===== src/rtl/serv_rf_ram_arb_if.sv =====
// Bus bundle between the SERV core, a host port and the RF RAM.
// Ports: core req/addr/data/enables, host valid/ready word port, RAM side.
interface serv_rf_ram_arb_if #(
    parameter int width = 8,
    parameter int aw    = 8
);
    logic             i_core_rreq;
    logic             i_core_wreq;
    logic             o_core_rreq;
    logic             o_core_wreq;
    logic [aw-1:0]    i_core_waddr;
    logic [aw-1:0]    i_core_raddr;
    logic [width-1:0] i_core_wdata;
    logic             i_core_wen;
    logic             i_core_ren;
    logic             i_host_valid;
    logic             i_host_we;
    logic [aw-1:0]    i_host_addr;
    logic [width-1:0] i_host_wdata;
    logic             o_host_ready;
    logic [width-1:0] o_host_rdata;
    logic [aw-1:0]    o_waddr;
    logic [aw-1:0]    o_raddr;
    logic [width-1:0] o_wdata;
    logic             o_wen;
    logic             o_ren;
    logic [width-1:0] i_rdata;
    logic             o_init_done;

    modport slave (
        input  i_core_rreq, i_core_wreq,
        input  i_core_waddr, i_core_raddr, i_core_wdata,
        input  i_core_wen, i_core_ren,
        input  i_host_valid, i_host_we, i_host_addr, i_host_wdata,
        input  i_rdata,
        output o_core_rreq, o_core_wreq,
        output o_host_ready, o_host_rdata,
        output o_waddr, o_raddr, o_wdata, o_wen, o_ren,
        output o_init_done
    );

    modport master (
        output i_core_rreq, i_core_wreq,
        output i_core_waddr, i_core_raddr, i_core_wdata,
        output i_core_wen, i_core_ren,
        output i_host_valid, i_host_we, i_host_addr, i_host_wdata,
        output i_rdata,
        input  o_core_rreq, o_core_wreq,
        input  o_host_ready, o_host_rdata,
        input  o_waddr, o_raddr, o_wdata, o_wen, o_ren,
        input  o_init_done
    );
endinterface


===== src/rtl/serv_rf_ram_arb.sv =====
// RF RAM arbiter: clears the RAM after reset, then shares it between the
// SERV core (priority, owns the RAM for 'hold' cycles per request) and a
// host word port. Ports: i_clk, i_rst_n (async, active-low), bus (slave).
module serv_rf_ram_arb #(
    parameter int width = 8,
    parameter int aw    = 8,
    parameter int hold  = 40
) (
    input logic                i_clk,
    input logic                i_rst_n,
    serv_rf_ram_arb_if.slave   bus
);
    localparam int CW = $clog2(hold + 1);
    localparam logic [CW-1:0] HOLD_M1 = CW'(hold - 1);

    typedef enum logic [2:0] {
        S_INIT,
        S_IDLE,
        S_CORE,
        S_HOST_WR,
        S_HOST_RD,
        S_HOST_RDATA
    } state_t;

    state_t           r_state;
    logic [aw-1:0]    r_clr;
    logic [CW-1:0]    r_cnt;
    logic             r_rpend;
    logic             r_wpend;
    logic             r_init_done;
    logic             r_host_ready;
    logic [width-1:0] r_host_rdata;
    logic [aw-1:0]    r_haddr;
    logic [width-1:0] r_hwdata;

    logic             w_core_st;
    logic             w_rreq;
    logic             w_wreq;
    logic             w_fwd;

    // Core owns the RAM in IDLE and CORE; pending flags only ever hold
    // requests that arrived while it did not.
    assign w_core_st = (r_state == S_IDLE) || (r_state == S_CORE);
    assign w_rreq    = w_core_st & (r_rpend | bus.i_core_rreq);
    assign w_wreq    = w_core_st & (r_wpend | bus.i_core_wreq);
    assign w_fwd     = w_rreq | w_wreq;

    assign bus.o_core_rreq  = w_rreq;
    assign bus.o_core_wreq  = w_wreq;
    assign bus.o_host_ready = r_host_ready;
    assign bus.o_host_rdata = r_host_rdata;
    assign bus.o_init_done  = r_init_done;

    always_comb begin
        bus.o_wen   = 1'b0;
        bus.o_ren   = 1'b0;
        bus.o_waddr = r_haddr;
        bus.o_raddr = r_haddr;
        bus.o_wdata = r_hwdata;
        unique case (r_state)
            S_INIT: begin
                // Gate with reset so nothing is written while held.
                bus.o_wen   = i_rst_n;
                bus.o_waddr = r_clr;
                bus.o_wdata = '0;
            end
            S_IDLE, S_CORE: begin
                bus.o_wen   = bus.i_core_wen;
                bus.o_ren   = bus.i_core_ren;
                bus.o_waddr = bus.i_core_waddr;
                bus.o_raddr = bus.i_core_raddr;
                bus.o_wdata = bus.i_core_wdata;
            end
            S_HOST_WR: begin
                bus.o_wen = 1'b1;
            end
            S_HOST_RD: begin
                bus.o_ren = 1'b1;
            end
            S_HOST_RDATA: begin
                bus.o_wen = 1'b0;
            end
            default: begin
                bus.o_wen = 1'b0;
            end
        endcase
    end

    always_ff @(posedge i_clk or negedge i_rst_n) begin
        if (!i_rst_n) begin
            r_state      <= S_INIT;
            r_clr        <= '0;
            r_cnt        <= '0;
            r_rpend      <= 1'b0;
            r_wpend      <= 1'b0;
            r_init_done  <= 1'b0;
            r_host_ready <= 1'b0;
            r_host_rdata <= '0;
            r_haddr      <= '0;
            r_hwdata     <= '0;
        end else begin
            r_host_ready <= 1'b0;

            if (w_core_st) begin
                r_rpend <= 1'b0;
                r_wpend <= 1'b0;
            end else begin
                if (bus.i_core_rreq) r_rpend <= 1'b1;
                if (bus.i_core_wreq) r_wpend <= 1'b1;
            end

            unique case (r_state)
                S_INIT: begin
                    r_clr <= r_clr + 1'b1;
                    if (&r_clr) begin
                        r_state     <= S_IDLE;
                        r_init_done <= 1'b1;
                    end
                end
                S_IDLE: begin
                    if (w_fwd) begin
                        r_state <= S_CORE;
                        r_cnt   <= HOLD_M1;
                    end else if (bus.i_host_valid && !r_host_ready) begin
                        // Ready still high means the previous access is
                        // just finishing; do not restart on the stale valid.
                        r_haddr  <= bus.i_host_addr;
                        r_hwdata <= bus.i_host_wdata;
                        if (bus.i_host_we) begin
                            r_state      <= S_HOST_WR;
                            r_host_ready <= 1'b1;
                        end else begin
                            r_state <= S_HOST_RD;
                        end
                    end
                end
                S_CORE: begin
                    if (w_fwd) begin
                        r_cnt <= HOLD_M1;
                    end else if (r_cnt == '0) begin
                        r_state <= S_IDLE;
                    end else begin
                        r_cnt <= r_cnt - 1'b1;
                    end
                end
                S_HOST_WR: begin
                    r_state <= S_IDLE;
                end
                S_HOST_RD: begin
                    r_state <= S_HOST_RDATA;
                end
                S_HOST_RDATA: begin
                    r_host_rdata <= bus.i_rdata;
                    r_host_ready <= 1'b1;
                    r_state      <= S_IDLE;
                end
                default: begin
                    r_state <= S_INIT;
                end
            endcase
        end
    end
endmodule


===== src/flat_wrapper.sv =====
// flat-port wrapper written by rule: the top's interface ports become plain ports
module serv_rf_ram_arb_flat 
#(
    parameter int width = 8,
    parameter int aw    = 8,
    parameter int hold  = 40
)
  (i_clk, i_rst_n, bus_i_core_rreq, bus_i_core_wreq, bus_i_core_waddr, bus_i_core_raddr, bus_i_core_wdata, bus_i_core_wen, bus_i_core_ren, bus_i_host_valid, bus_i_host_we, bus_i_host_addr, bus_i_host_wdata, bus_i_rdata, bus_o_core_rreq, bus_o_core_wreq, bus_o_host_ready, bus_o_host_rdata, bus_o_waddr, bus_o_raddr, bus_o_wdata, bus_o_wen, bus_o_ren, bus_o_init_done);
  serv_rf_ram_arb_if #(.width(width), .aw(aw)) bus_i ();
  input logic i_clk;
  input logic i_rst_n;
  input wire logic [$bits(bus_i.i_core_rreq)-1:0] bus_i_core_rreq;
  input wire logic [$bits(bus_i.i_core_wreq)-1:0] bus_i_core_wreq;
  input wire logic [$bits(bus_i.i_core_waddr)-1:0] bus_i_core_waddr;
  input wire logic [$bits(bus_i.i_core_raddr)-1:0] bus_i_core_raddr;
  input wire logic [$bits(bus_i.i_core_wdata)-1:0] bus_i_core_wdata;
  input wire logic [$bits(bus_i.i_core_wen)-1:0] bus_i_core_wen;
  input wire logic [$bits(bus_i.i_core_ren)-1:0] bus_i_core_ren;
  input wire logic [$bits(bus_i.i_host_valid)-1:0] bus_i_host_valid;
  input wire logic [$bits(bus_i.i_host_we)-1:0] bus_i_host_we;
  input wire logic [$bits(bus_i.i_host_addr)-1:0] bus_i_host_addr;
  input wire logic [$bits(bus_i.i_host_wdata)-1:0] bus_i_host_wdata;
  input wire logic [$bits(bus_i.i_rdata)-1:0] bus_i_rdata;
  output wire logic [$bits(bus_i.o_core_rreq)-1:0] bus_o_core_rreq;
  output wire logic [$bits(bus_i.o_core_wreq)-1:0] bus_o_core_wreq;
  output wire logic [$bits(bus_i.o_host_ready)-1:0] bus_o_host_ready;
  output wire logic [$bits(bus_i.o_host_rdata)-1:0] bus_o_host_rdata;
  output wire logic [$bits(bus_i.o_waddr)-1:0] bus_o_waddr;
  output wire logic [$bits(bus_i.o_raddr)-1:0] bus_o_raddr;
  output wire logic [$bits(bus_i.o_wdata)-1:0] bus_o_wdata;
  output wire logic [$bits(bus_i.o_wen)-1:0] bus_o_wen;
  output wire logic [$bits(bus_i.o_ren)-1:0] bus_o_ren;
  output wire logic [$bits(bus_i.o_init_done)-1:0] bus_o_init_done;
  assign bus_i.i_core_rreq = bus_i_core_rreq;
  assign bus_i.i_core_wreq = bus_i_core_wreq;
  assign bus_i.i_core_waddr = bus_i_core_waddr;
  assign bus_i.i_core_raddr = bus_i_core_raddr;
  assign bus_i.i_core_wdata = bus_i_core_wdata;
  assign bus_i.i_core_wen = bus_i_core_wen;
  assign bus_i.i_core_ren = bus_i_core_ren;
  assign bus_i.i_host_valid = bus_i_host_valid;
  assign bus_i.i_host_we = bus_i_host_we;
  assign bus_i.i_host_addr = bus_i_host_addr;
  assign bus_i.i_host_wdata = bus_i_host_wdata;
  assign bus_i.i_rdata = bus_i_rdata;
  assign bus_o_core_rreq = bus_i.o_core_rreq;
  assign bus_o_core_wreq = bus_i.o_core_wreq;
  assign bus_o_host_ready = bus_i.o_host_ready;
  assign bus_o_host_rdata = bus_i.o_host_rdata;
  assign bus_o_waddr = bus_i.o_waddr;
  assign bus_o_raddr = bus_i.o_raddr;
  assign bus_o_wdata = bus_i.o_wdata;
  assign bus_o_wen = bus_i.o_wen;
  assign bus_o_ren = bus_i.o_ren;
  assign bus_o_init_done = bus_i.o_init_done;
  serv_rf_ram_arb #(.width(width), .aw(aw), .hold(hold)) u_core (.i_clk(i_clk), .i_rst_n(i_rst_n), .bus(bus_i));
endmodule

===== config.mk =====
export PLATFORM = sky130hd
export DESIGN_NAME = serv_rf_ram_arb_flat
export DESIGN_NICKNAME = d
export VERILOG_FILES = /design/src/rtl/serv_rf_ram_arb_if.sv /design/src/rtl/serv_rf_ram_arb.sv /design/src/flat_wrapper.sv
export SDC_FILE = /design/constraint.sdc
export NUM_CORES = 1
export LEC_CHECK = 0
export ABC_AREA = 1
export BUFFER_PORTS_ARGS = -buffer_cell sky130_fd_sc_hd__buf_2
export CAP_MARGIN = 20
export CORE_UTILIZATION = 28
export CTS_CLUSTER_DIAMETER = 50
export DETAILED_ROUTE_END_ITERATION = 12
export HOLD_SLACK_MARGIN = 0.1
export PLACE_DENSITY = 0.61
export REMOVE_ABC_BUFFERS = 1
export SLEW_MARGIN = 20
export SYNTH_ARGS = -nofsm -noshare
export SYNTH_HDL_FRONTEND = slang
export SYNTH_SLANG_ARGS = --single-unit
export TNS_END_PERCENT = 10

===== constraint.sdc =====
create_clock -name i_clk -period 2.8 [get_ports i_clk]
set_clock_uncertainty 0.1 [all_clocks]
set_input_delay 0.14 -clock i_clk [delete_from_list [all_inputs] [get_ports i_clk]]
set_output_delay 0.14 -clock i_clk [all_outputs]
set_load 0.02 [all_outputs]

==> reports/results.ini, run 1 <==
[sta]
hold_viol_final = 0
worst_pin_slew_ns = 0.5701
setup_violations = 0
rsz0062_at_grt = false
fin_crit_sh_pct = 80.07
slew_viol_final = 0
relSlewSlack_pct = 61.99
fin_crit_ns = 2.242
holdWs_ns = 0.09731
fmax_mhz = 446.0
fin_tns_setup_ns = 0

[clock_network]
clk-insertion-delay-late_ns = 0.29
path_clk_slew_ns = 0.09
cts_num_sinks = 45
root_buffer = clkbuf_8
hold_buffers = 28
tritoncts = done
cts_made_buffers = 5
post-cts-setup-buffers = 0
postCtsResizedCells = 0
cts_buffer_depth = 2
cts_max_level = 2

[detailed_routing]
postRouteAntennaNets = 0
drc = 0
drt-total-wl_um = 6360
drt_iter0_drc = 107
routed_via_density = 4.470
num_vias = 2369
first_pass_iters = 4
drt-wirelength-per-cell_um = 12.00

[logic_synthesis]
ys_types = 33
synth_ff_type = dfrtp_1
ys_warn_count = 0
syn_avg_cell_area_um2 = 8.260
ys_seq_elements = 45
synth_top_area_share_pct = 45.29
ys_seq_area_share_pct = 45.29
syn_area_um2 = 2486
syn_inst = 301
yosysTopAreaCell = dfrtp_1
synth_area_leaders = dfrtp_1, nand2_1, inv_1, mux2_2, nand3_1
synth-edff-count = 0
synth_commonest_cells = nand2_1, dfrtp_1, inv_1
synth_most_common_cell = nand2_1
async_reset_ff_share_pct = 100.0

[setup_path]
arrival_ns = 2.00
cp-startpoint = u_core.r_state[2]
end_kind = primary output
cp.required_ns = 2.56
critPathLaunchType = flip-flop
r2r_start = u_core.r_state[2]
critPathKind = reg2out
cp_max_fo = 18

[place]
portBuffers = 93
hpwl_um = 4603
gp_congestion = 0.8162

[grt]
grt_pass1_vias = 2207
antenna_found_initial = 0
grt_max_degree = 46
grt_pass1_wl_um = 10290
grt_overflow = 0
grt_usage_pct = 14.44

[outcome]
status = finished, final reports clean

[die]
die_w_um = 96.23
io_pins = 94
die_h_um = 96.23
die-area_um2 = 9260
rows = 34
start_util_pct = 28.65
core_um2 = 8678

[finish]
final_nets = 480
area_growth_pct = 36.64
diodes = 0
drive_gt1_share_pct = 29.86

[flow_run]
cap_violations = 0

[min_path]
min_from = bus_i_host_valid
hp-class = in2reg

[pwr]
vdd_drop_max_mv = 0.1964
power_leakage_nw = 1.779
powerDensity_nw_per_um2 = 344.9

-- metal layers --
metal,GRT usage [%],vias up,wire length (um)
li1,-,1199,-
met1,19.21,1095,2841
met2,23.64,63,3127
met3,2.686,12,281
met4,4.478,0,109
met5,0,-,0
-- cell type report --
class,instances,area (um2)
Multi-Input combinational cell,202,1122
Tap cell,108,135.1
Clock inverter,2,15.01
Timing Repair Buffer,123,760.7
Inverter,44,165.2
Clock buffer,6,72.57
Fill cell,911,5281
Sequential cell,45,1126
-- cells in the final DEF, fill, tap and decap left out, types with 4 or more instances in the layout --
cell	netlist	final
nand3_1	15	15
inv_1	42	42
buf_2	4	93
o21ai_1	14	14
xor2_1	4	4
dlygate4sd3_1	0	28
a22o_1	8	8
dfrtp_1	45	45
a21oi_1	5	5
o21ai_0	8	8
nor2_1	14	14
nand2_1	92	92
o211ai_1	5	5
mux2_2	8	8
clkbuf_8	0	5
-- state kept, by name, summed over array words and instances, names as in the netlist --
name / count
u_core.r_haddr: 8
u_core.bus.o_host_ready: 1
u_core.bus.o_init_done: 1
u_core.r_wpend: 1
u_core.r_hwdata: 8
u_core.r_cnt: 6
u_core.r_state: 3
u_core.r_clr: 8
u_core.r_rpend: 1
u_core.bus.o_host_rdata: 8
-- critical path, stage by stage (launching register included) --
cell and delay [ns]:
dfrtp_1 0.52, inv_2 0.14, nand2_4 0.15, nor2_8 0.27, buf_4 0.27, nand2_1 0.07
o211ai_1 0.08, buf_2 0.19
-- logic make-up (layout without fill, tap and decap cells) --
family / Yosys count / in the layout / synth area share (%)
multiplexers: 8 / 8 / 3.624
flip-flops: 45 / 45 / 45.29
buffers and inverters: 54 / 175 / 9.562
XOR/XNOR: 7 / 7 / 2.466
AND/OR/NAND/NOR: 136 / 136 / 24.81
adder cells (fa/ha/maj): 3 / 3 / 1.510
AO/OA/AOI/OAI: 48 / 48 / 12.73
-- worst paths after layout --
path | endpoint | slack (ns) | cells after the start
min in group asynchronous | u_core.r_clr[6] | 0.40 | 3
setup / recovery | bus_o_waddr[7] | 0.56 | 7
max in group asynchronous | u_core.r_cnt[1] | 1.82 | 3
hold / removal | u_core.r_state[0] | 0.1 | 4
setup reg to reg | u_core.r_haddr[5] | 0.75 | 7
hold reg to reg | u_core.bus.o_init_done | 0.37 | 1
-- metrics by stage --
stage | util, % | cell area, um2 | cells | setup slack [ns] | power (W)
floorplan | - | 2414 | 291 | 0.9908 | 0.0006913
global placement | 34.90 | 3029 | 494 | 0.8385 | 0.0007536
detailed placement | 34.90 | 3029 | 494 | 0.7470 | 0.0007537
CTS | 39.14 | 3397 | 530 | 0.5162 | 0.001188
global route | 39.14 | 3397 | 530 | 0.3627 | 0.001228
finish | 39.14 | 3397 | 530 | 0.5581 | 0.001171
-- where the power goes --
| group | internal, W | total (W) | switching (W) | leakage (nW) |
|---|---|---|---|---|
| combinational | 0.0000643 | 0.000112 | 0.0000472 | 1.19 |
| clock | 0.000176 | 0.000402 | 0.000226 | 0.0374 |
| sequential | 0.000655 | 0.000658 | 0.00000262 | 0.549 |
Power figures use the tool's default switching activity.
==> run 2: changes to the inputs <==
--- a/config.mk
+++ b/config.mk
@@ -12,7 +12,7 @@
 export CTS_CLUSTER_DIAMETER = 50
 export DETAILED_ROUTE_END_ITERATION = 12
 export HOLD_SLACK_MARGIN = 0.1
-export PLACE_DENSITY = 0.61
+export PLACE_DENSITY = 0.62
 export REMOVE_ABC_BUFFERS = 1
 export SLEW_MARGIN = 20
 export SYNTH_ARGS = -nofsm -noshare
==> constraint.sdc (replaced) <==
create_clock -name i_clk -period 1.8 [get_ports i_clk]
set_clock_uncertainty 0.1 [all_clocks]
set_input_delay 0.09 -clock i_clk [delete_from_list [all_inputs] [get_ports i_clk]]
set_output_delay 0.09 -clock i_clk [all_outputs]
set_load 0.02 [all_outputs]
==> run 2 against run 1 <==
Clock power is 75% higher. Via count increased by 1.5%. The flow now finishes with violations (negative setup slack). Critical path depth fell by 1. Register-to-register slack worse by 0.68 ns. Global-route usage shrank 0.41 points. Combinational power rose by 57%. Die area did not move. First-iteration DRC count is 29% lower. Sequential share of layout area is 1.7 points lower. Wire length up 0.94%. Total power increased by 62%. Hold slack improved by 0.26 ns.
==> reports/results.ini, run 2 (synthesized netlist as in run 1, its figures left out) <==
[die]
core_um2 = 8678
io_pins = 94
die_h_um = 96.23
start_util_pct = 28.65
die_w_um = 96.23
die-area_um2 = 9260
rows = 34

[clock_network]
cts_max_level = 2
tritoncts = done
path_clk_slew_ns = 0.08
cts_buffer_depth = 2
cts_num_sinks = 45
cts_made_buffers = 5
root_buffer = clkbuf_8
clk-insertion-delay-late_ns = 0.30

[detailed_routing]
first_pass_iters = 4
drt_iter0_drc = 76
drt-wirelength-per-cell_um = 11.82
num_vias = 2404
postRouteAntennaNets = 0
drc = 0
routed_via_density = 4.427
drt-total-wl_um = 6420

[grt]
grt_max_degree = 46
grt_overflow = 0
grt_pass1_vias = 2222
antenna_found_initial = 0
grt_usage_pct = 14.03
grt_pass1_wl_um = 10030

[sta]
setup_violations = 6
worst_slack_ns = -0.01980
fmax_mhz = 549.5
slew_viol_final = 0
worst_pin_slew_ns = 0.5784
rsz0062_at_grt = true
fin_crit_sh_pct = 101.1
fin_crit_ns = 1.820
hold_viol_final = 0
relSlewSlack_pct = 61.44

[min_path]
hp-class = in2async

[finish]
final_nets = 493
drive_gt1_share_pct = 34.48
area_growth_pct = 44.64
fin_cells = 543
layout.cells.most_common = nand2_1
finalCoreUtilization_pct = 41.44
diodes = 0
layout_common_cells = nand2_1, buf_2, dfrtp_1

[setup_path]
cp_max_fo = 7
arrival_ns = 1.63
critPathLaunchType = flip-flop
cp-startpoint = u_core.r_state[0]
r2r_start = u_core.r_state[0]
cp.required_ns = 1.61
end_kind = primary output
critPathKind = reg2out
reg2reg_depth = 7

[place]
portBuffers = 93
dp_cells = 500
gp_congestion = 0.8152
hpwl_um = 4664

[outcome]
status = finished, violations left
failed_checks = negative setup slack

[pwr]
power_leakage_nw = 1.875
powerDensity_nw_per_um2 = 528.7
vdd_drop_max_mv = 0.2375

[flow_run]
cap_violations = 0

-- run 2: cell count changes in the layout (fill, tap and decap cells not counted), moves of 2 or more --
cell / previous run / this run
buf_4: 2 / 16
buf_2: 93 / 85
buf_6: 0 / 4
dfrtp_1: 45 / 42
dfrtp_2: 0 / 3
nand2_1: 92 / 89
nand2_2: 2 / 5
clkbuf_8: 5 / 7
inv_1: 42 / 40
-- run 2: path summary, 6_finish.rpt --
kind | end | slack, ns
min in group i_clk | u_core.bus.o_init_done | 0.38
max | bus_o_core_wreq | -0.02
max in group asynchronous | u_core.r_state[2] | 0.83
min reg2reg | u_core.bus.o_init_done | 0.38
max reg2reg | u_core.r_cnt[4] | 0.07
min | u_core.bus.o_init_done | 0.36
-- run 2: layer usage --
metal / track usage, % / wire, um
met1: 18.21 / 2947
met2: 23.52 / 3100
met3: 2.844 / 305
met4: 3.980 / 68
met5: 0 / 0
-- run 2: repair_timing --
item	4_1_cts	5_1_grt
buffers inserted	6	0
cloned	0	0
pin swaps	3	4
hold endpoints to repair	75	0
resized for setup	11	14
hold buffers	29	0
endpoints found under the setup margin	23	41
-- run 2: report_power, final --
part | total, W | internal (W) | leakage (nW) | switching [W]
combinational | 0.000176 | 0.000102 | 1.28 | 0.0000740
clock | 0.000702 | 0.000355 | 0.0549 | 0.000347
sequential | 0.00102 | 0.00102 | 0.544 | 0.00000401
-- run 2: cell type report --
class	instances	area, um2
Inverter	44	168.9
Clock inverter	1	8.758
Sequential cell	45	1130
Multi-Input combinational cell	202	1141
Timing Repair Buffer	136	915.9
Tap cell	108	135.1
Fill cell	885	5082
Clock buffer	7	96.34
-- run 2: worst max-delay path, cell delays in order (launching register included) --
cell and delay (ns):
dfrtp_2 0.41, nor2_4 0.05, buf_4 0.14, nor2_8 0.18, clkinvlp_4 0.22, a21oi_1 0.17
buf_4 0.16
-- run 2: metrics by stage --
step                instance area [um2]  hold slack, ns  TNS (ns)  total power (W)  setup slack, ns
floorplan                          2414         -0.3056  -0.02767         0.001075        -0.009222
global placement                   3087          0.1537         0         0.001169           0.1529
detailed placement                 3087          0.1495         0         0.001171           0.1329
CTS                                3557          0.3855   -0.4288         0.001926         -0.05477
global route                       3596          0.3997    -1.309         0.001988         -0.09015
finish                             3596          0.3557  -0.04068         0.001901         -0.01980
